## src/rtl/seg7_scan_driver.sv

```systemverilog
// Four-digit multiplexed 7-segment driver for an MM:SS BCD time source.
// It adds per-frame snapshotting, ghost blanking, leading-zero blanking, a blinking colon and an invalid-digit flag.
module seg7_scan_driver #(
  parameter logic [15:0] REFRESH_DIV  = 16'd50000,
  parameter logic [15:0] BLANK_CYC    = 16'd500,
  parameter logic [7:0]  COLON_FRAMES = 8'd125,
  parameter logic        SEG_ACT_LOW  = 1'b1,
  parameter logic        AN_ACT_LOW   = 1'b1
) (
  input  logic       clk,
  input  logic       rst,
  input  logic       en,
  input  logic       blank_lz,
  input  logic [3:0] sec_ones,
  input  logic [3:0] sec_tens,
  input  logic [3:0] min_ones,
  input  logic [3:0] min_tens,
  output logic [3:0] an,
  output logic [6:0] seg,
  output logic       dp,
  output logic       digit_err
);

  localparam logic [3:0] AN_OFF  = AN_ACT_LOW ? 4'hF : 4'h0;
  localparam logic [6:0] SEG_OFF = SEG_ACT_LOW ? 7'h7F : 7'h00;
  localparam logic       DP_OFF  = SEG_ACT_LOW;
  localparam logic       DP_ON   = ~SEG_ACT_LOW;

  typedef enum logic {
    ST_BLANK = 1'b0,
    ST_DRIVE = 1'b1
  } state_t;

  function automatic logic [6:0] bcd_to_seg(input logic [3:0] d);
    logic [6:0] s;
    case (d)
      4'd0:    s = 7'h3F;
      4'd1:    s = 7'h06;
      4'd2:    s = 7'h5B;
      4'd3:    s = 7'h4F;
      4'd4:    s = 7'h66;
      4'd5:    s = 7'h6D;
      4'd6:    s = 7'h7D;
      4'd7:    s = 7'h07;
      4'd8:    s = 7'h7F;
      4'd9:    s = 7'h6F;
      default: s = 7'h40;
    endcase
    return s;
  endfunction

  function automatic logic snap_has_bad_digit(input logic [15:0] s);
    return (s[3:0] > 4'd9) || (s[7:4] > 4'd9) || (s[11:8] > 4'd9) || (s[15:12] > 4'd9);
  endfunction

  state_t      state_r;
  logic [1:0]  idx_r;
  logic [15:0] cnt_r;
  logic [7:0]  frame_cnt_r;
  logic        colon_r;
  logic [15:0] snap_r;        // {min_tens, min_ones, sec_tens, sec_ones}
  logic [3:0]  an_r;
  logic [6:0]  seg_r;
  logic        dp_r;
  logic        digit_err_r;

  logic [3:0]  cur_digit_s;
  logic        lz_blank_s;
  logic        frame_start_s;
  logic        last_blank_s;
  logic        last_slot_s;
  logic [3:0]  an_nxt_s;
  logic [6:0]  seg_nxt_s;
  logic        dp_nxt_s;

  assign an        = an_r;
  assign seg       = seg_r;
  assign dp        = dp_r;
  assign digit_err = digit_err_r;

  // Slot position decode and digit selection from the frame snapshot.
  always_comb begin
    cur_digit_s   = snap_r[{idx_r, 2'b00} +: 4];
    lz_blank_s    = blank_lz && (idx_r == 2'd3) && (snap_r[15:12] == 4'd0);
    frame_start_s = (state_r == ST_BLANK) && (idx_r == 2'd0) && (cnt_r == 16'd0);
    last_blank_s  = (cnt_r == (BLANK_CYC - 16'd1));
    last_slot_s   = (cnt_r == (REFRESH_DIV - 16'd1));
  end

  // Output pattern for the slot position held in the state registers.
  always_comb begin
    an_nxt_s  = AN_OFF;
    seg_nxt_s = SEG_OFF;
    dp_nxt_s  = DP_OFF;
    if ((state_r == ST_DRIVE) && !lz_blank_s) begin
      an_nxt_s  = AN_ACT_LOW ? ~(4'b0001 << idx_r) : (4'b0001 << idx_r);
      seg_nxt_s = SEG_ACT_LOW ? ~bcd_to_seg(cur_digit_s) : bcd_to_seg(cur_digit_s);
      dp_nxt_s  = ((idx_r == 2'd2) && colon_r) ? DP_ON : DP_OFF;
    end else begin
      an_nxt_s  = AN_OFF;
      seg_nxt_s = SEG_OFF;
      dp_nxt_s  = DP_OFF;
    end
  end

  // Scan FSM with snapshot, colon timing, error flag and registered outputs.
  always_ff @(posedge clk or posedge rst) begin
    if (rst) begin
      state_r     <= ST_BLANK;
      idx_r       <= 2'd0;
      cnt_r       <= 16'd0;
      frame_cnt_r <= 8'd0;
      colon_r     <= 1'b0;
      snap_r      <= 16'd0;
      an_r        <= AN_OFF;
      seg_r       <= SEG_OFF;
      dp_r        <= DP_OFF;
      digit_err_r <= 1'b0;
    end else if (!en) begin
      state_r     <= ST_BLANK;
      idx_r       <= 2'd0;
      cnt_r       <= 16'd0;
      an_r        <= AN_OFF;
      seg_r       <= SEG_OFF;
      dp_r        <= DP_OFF;
      digit_err_r <= digit_err_r | snap_has_bad_digit(snap_r);
    end else begin
      an_r        <= an_nxt_s;
      seg_r       <= seg_nxt_s;
      dp_r        <= dp_nxt_s;
      // Checks the snapshot taken on the previous edge, so the flag lags it by one cycle.
      digit_err_r <= digit_err_r | snap_has_bad_digit(snap_r);
      if (frame_start_s) begin
        snap_r <= {min_tens, min_ones, sec_tens, sec_ones};
      end
      case (state_r)
        ST_BLANK: begin
          cnt_r <= cnt_r + 16'd1;
          if (last_blank_s) begin
            state_r <= ST_DRIVE;
          end
        end
        ST_DRIVE: begin
          if (last_slot_s) begin
            cnt_r   <= 16'd0;
            state_r <= ST_BLANK;
            idx_r   <= idx_r + 2'd1;
            if (idx_r == 2'd3) begin
              if (frame_cnt_r == (COLON_FRAMES - 8'd1)) begin
                frame_cnt_r <= 8'd0;
                colon_r     <= ~colon_r;
              end else begin
                frame_cnt_r <= frame_cnt_r + 8'd1;
              end
            end
          end else begin
            cnt_r <= cnt_r + 16'd1;
          end
        end
        default: begin
          state_r <= ST_BLANK;
          cnt_r   <= 16'd0;
          idx_r   <= 2'd0;
        end
      endcase
    end
  end

endmodule

```

## config.mk

```make
export PLATFORM = sky130hd
export DESIGN_NAME = seg7_scan_driver
export DESIGN_NICKNAME = d
export VERILOG_FILES = /design/src/rtl/seg7_scan_driver.sv
export SDC_FILE = /design/constraint.sdc
export NUM_CORES = 1
export LEC_CHECK = 0
export BUFFER_PORTS_ARGS = -buffer_cell sky130_fd_sc_hd__buf_4
export CAP_MARGIN = 5
export CORE_UTILIZATION = 40
export CTS_CLUSTER_SIZE = 14
export DETAILED_ROUTE_END_ITERATION = 8
export SYNTH_ARGS = -nofsm -noshare
export SYNTH_HDL_FRONTEND = slang
export SYNTH_SLANG_ARGS = --single-unit
export TNS_END_PERCENT = 1
```

## constraint.sdc

```tcl
create_clock -name clk -period 3.8 [get_ports clk]
set_clock_uncertainty 0.05 [all_clocks]
set_input_delay 0.57 -clock clk [delete_from_list [all_inputs] [get_ports clk]]
set_output_delay 0.57 -clock clk [all_outputs]
set_load 0.05 [all_outputs]
```

Word-level counts from Yosys, hierarchy flattened
Memory sizes are Yosys's and may differ from the RTL's. Index checks and enable logic that the tools add are counted.

Register bits: 57. Memories: 1. Output and inout bits: 13. Memory bits (read-only): 112. Bits of input ports: 20. Logic and storage cells: 68.

Memory list: (name not given) (depth 16, bits a word 7, rd ports 1, clocked after Yosys merged registers in 0, wr ports 0, line 36) `case (d)`.

Multiplexer cells: 19. Shift-type cells: 2. Bitwise operators: 5. Magnitude comparators: 4. $add $sub $neg: 3. Reductions and logical operators: 17. Eq/ne operators: 7.

Operators by type and width (number): $mux W16 (2); $pmux W16 S2 (1); $mux W7 (3); $add A16 B1 Y16 const B (1); $eq A16 B16 Y1 const B (1); $eq A16 B9 Y1 const B (1); $gt A4 B4 Y1 const B (4); $logic_not A16 Y1 (1); $shiftx A16 B5 Y4 (1); $add A8 B1 Y8 const B (1); $eq A8 B7 Y1 const B (1); $mux W4 (2); $mux W8 (1); $not A7 Y7 (1); $logic_and A1 B1 Y1 (6); $mux W1 (6); $mux W2 (3); $reduce_and A5 Y1 (1); $eq A2 B2 Y1 const B (2); $logic_not A4 Y1 (1); $ne A2 B1 Y1 const B (2); $not A4 Y4 (1); $reduce_and A2 Y1 (2); $reduce_and A4 Y1 (1); other kinds (8) (11).

Depth between registers and ports, before layout
Depth in word-level cells: 9. Depth in mapped cells: 7.

Worst setup path before layout
OpenSTA, ideal clock, no wires.

Path kind: register to register. Start point: reg cnt_r[2]. End point: reg snap_r[0]. Cell stages (with the launch flop): 5. Period minus slack after synthesis: 2105 ps. Arrival time: 1929 ps. Setup time: 125 ps. Slack: 1695 ps. Cell sequence: dfrtp_1 or4_4 nor4_4 buf_8 mux2_4.

Word-level cells in the longest chain between the ends: 3.

Ends and longest elaborated chain: from (decl) (line 58) `logic [15:0] cnt_r;`; from (signal assigned) (line 138) `cnt_r <= cnt_r + 16'd1;`; from (signal assigned) (line 157) `cnt_r <= cnt_r + 16'd1;`; $logic_not A16 Y1 (line 85) `frame_start_s = (state_r == ST_BLANK) && (idx_r == 2'd0) && (cnt_r == 16'd0);`; $logic_and A1 B1 Y1 (line 85); $reduce_and A2 Y1 (no source line); to (signal assigned) (line 134) `snap_r <= {min_tens, min_ones, sec_tens, sec_ones};`; to (decl) (line 61) `logic [15:0] snap_r;`.

No other way between the ends. A chain may end at the register's enable or synchronous reset.

Worst setup path after layout
Start point: reg cnt_r[2]. End point: reg snap_r[12].

Same word-level chain as after synthesis.

==> results.txt <==
outcome - finished clean
Max IR drop VDD - 266 uV
initial antenna violation count - 0
Max H-tree Level - 3
synth warn - 0
footprint of the multi-input gates - 1380 sq um
Yosys cell types - 43
Worst Hold Class - in -> async
Layout area overhead - 20.0%
Post-DP HPWL - 3970 um
Worst Path Required - 3980 ps
Worst-Margin Slew - 586 ps
Num CTS Buffers - 9
detailed router's first-iteration violation count - 89
Cell Area, Synth - 2920 sq um
num ports - 33
placed cell areas - 3250 sq um
Diodes inserted - 0
Final Max Tran Viols - 0
largest net degree at the start of global routing - 31
post-synthesis xor/xnor area fraction - 3.91%
Syn Area/Cell - 11.5 sq um
pwr dens - 458 nW/um^2
residual DRC count - 0
total setup buffers inserted after CTS - 0
max_slew headroom - 60.9%
Total Routed Length - 5550 um
Max-cap violations - 0
hold_buf cts - 0
height of the die - 87.4 um
Gate power share - 12.4%
Final Hold Viols - 0
Crit. End Element - register
multiplexer area fraction after synthesis - 12.4%
core box area - 6910 sq um
global-route wire length before repair - 9730 um
internal power - 1.22 mW
Post-synth top flop - dfrtp_1
DR pass1 iterations - 4
commonest cells after routing, fill and taps aside - dfrtp_1, buf_4, nor2_1, o21ai_0
Final period util - 56.1%
CP arrival - 2310 ps
FF+latch count, synth - 57
largest family of logic cells by synthesized area - simple AND/OR/NAND/NOR gates
die width - 87.4 um
CTS tree - yes
GP Congestion - 0.779
min Tclk post-route - 2130 ps
Hold Worst Slack - 242 ps
register area - 1440 sq um
Row Count - 30
startpoint types - register
post-cts resize count - 0
CTS Sinks - 57
nets@finish - 324
Clk Latency, worst-skew pair - 340 ps
drt via density - 5.09
DR WL/cell - 14.2 um
clk root buf - clkbuf_8
EDFF count, synth - 0
Max Freq - 469 MHz
critical path peak fanout - 16
Synth Area in Compound Gates - 8.33%
Synth Area in Adders - 6.01%
setup TNS - 0 ps
final setup violating endpoints - 0
Clock power frac - 44.5%
post-layout instance area - 3500 sq um
fin cells - 391
Static Leakage - 1.52 nW
GRT Total Usage - 16.9%
Syn Nets - 288
Initial Util - 42.2%
clk slew on worst S/H paths - 70 ps
Seq/Total Area, Yosys - 49.4%
Reg power frac - 43.1%
number of global-route vias before repair - 2033
grt ovf - 0
full die area - 7630 sq um
layout cells sized above 1 - 31.2%
IO buf count - 32
Post-Syn Instances - 254
Sw Ratio - 23.9%
most common library cell in the layout ignoring fill and taps - dfrtp_1
dpl cells - 375
Filler cells - 639
RSZ-0062 raised after global routing - false
ys async rst share - 100%
sw power - 0.382 mW
DR vias - 1991
WS Path Type - reg -> reg
simple-gate share of the synthesized area - 16.6%
ANT nets after route - 0
CTS Buffer Depth - 2
[flip-flops by register name, summed over array words and instances, names as in the netlist]
signal / cells
dp: 1
frame_cnt_r: 8
cnt_r: 16
an: 4
digit_err: 1
state_r: 1
seg: 7
idx_r: 2
snap_r: 16
colon_r: 1
[layer usage]
metal | routed length, um | global-route usage (%)
met1 | 2780 | 22.9
met2 | 2500 | 25.7
met3 | 152 | 3.79
met4 | 112 | 8.05
met5 | 0 | 0
[layout make-up]
type | instances | area share (%)
Sequential cell | 57 | 41.2
Multi-Input combinational cell | 175 | 39.4
Timing Repair Buffer | 35 | 7.51
Clock buffer | 10 | 3.93
Tap cell | 96 | 3.43
Clock inverter | 6 | 3.25
Inverter | 12 | 1.29
[critical path, stage by stage, from the launching register on]
cell,delay (ps)
dfrtp_1,430
or4_4,580
nor4_4,270
buf_4,320
mux2_2,370
[final timing paths]
check | from | end | slack, ps | cells past startpoint
setup / recovery | cnt_r[2]$_DFF_PP0_ | snap_r[12]$_DFFE_PP0P_ | 1670 | 4
hold / removal | rst | snap_r[0]$_DFFE_PP0P_ | 240 | 2
setup reg to reg | cnt_r[2]$_DFF_PP0_ | snap_r[12]$_DFFE_PP0P_ | 1670 | 4
hold reg to reg | colon_r$_DFFE_PP0P_ | dp$_DFF_PP1_ | 410 | 1
max in group asynchronous | rst | an[1]$_DFF_PP1_ | 2620 | 3
min in group clk | sec_ones[3] | snap_r[3]$_DFFE_PP0P_ | 400 | 2
[synth_stat cells (3+ instances only)]
cell type,n,area share [%]
and3_1,4,0.86
mux2_2,9,3.5
and2_1,3,0.64
clkbuf_1,7,0.90
nand3_1,11,1.9
nor2_1,19,2.4
o21ai_0,15,2.6
ha_1,14,6.0
nand4_1,9,1.9
and4_1,8,2.4
nand2b_1,3,0.64
inv_1,12,1.5
dfrtp_1,45,39
dfstp_2,12,11
o31ai_1,7,1.8
a21oi_1,10,1.7
xor2_1,9,2.7
xnor2_1,4,1.2
mux2_4,10,5.2
mux4_2,4,3.1
nand2_1,14,1.8
[metrics by stage]
step,util [%],setup slack (ps),total power [mW]
final,50.7,1670,1.60
after global routing,50.7,1490,1.68
after CTS,50.7,1660,1.62
after detailed placement,47.0,1670,0.902
after global placement,47.0,1690,0.897
after floorplan,-,1700,0.846
[kinds of logic after synthesis]
kind of cell               Yosys count
and+or+nand+nor                     83
buffers and inverters               22
AOI/OAI and AO/OA                   40
muxes                               25
DFF                                 57
adders and majority gates           14
xor gates and xnor gates            13
[power groups by stage]
stage	Clock (mW)	Sequential [mW]	Combinational [mW]
floorplan	0	0.685	0.161
global route	0.754	0.698	0.224
global placement	0	0.700	0.196
CTS	0.727	0.690	0.203
finish	0.712	0.690	0.199
detailed placement	0	0.700	0.202
No activity file was read; power rests on OpenSTA's default activity.
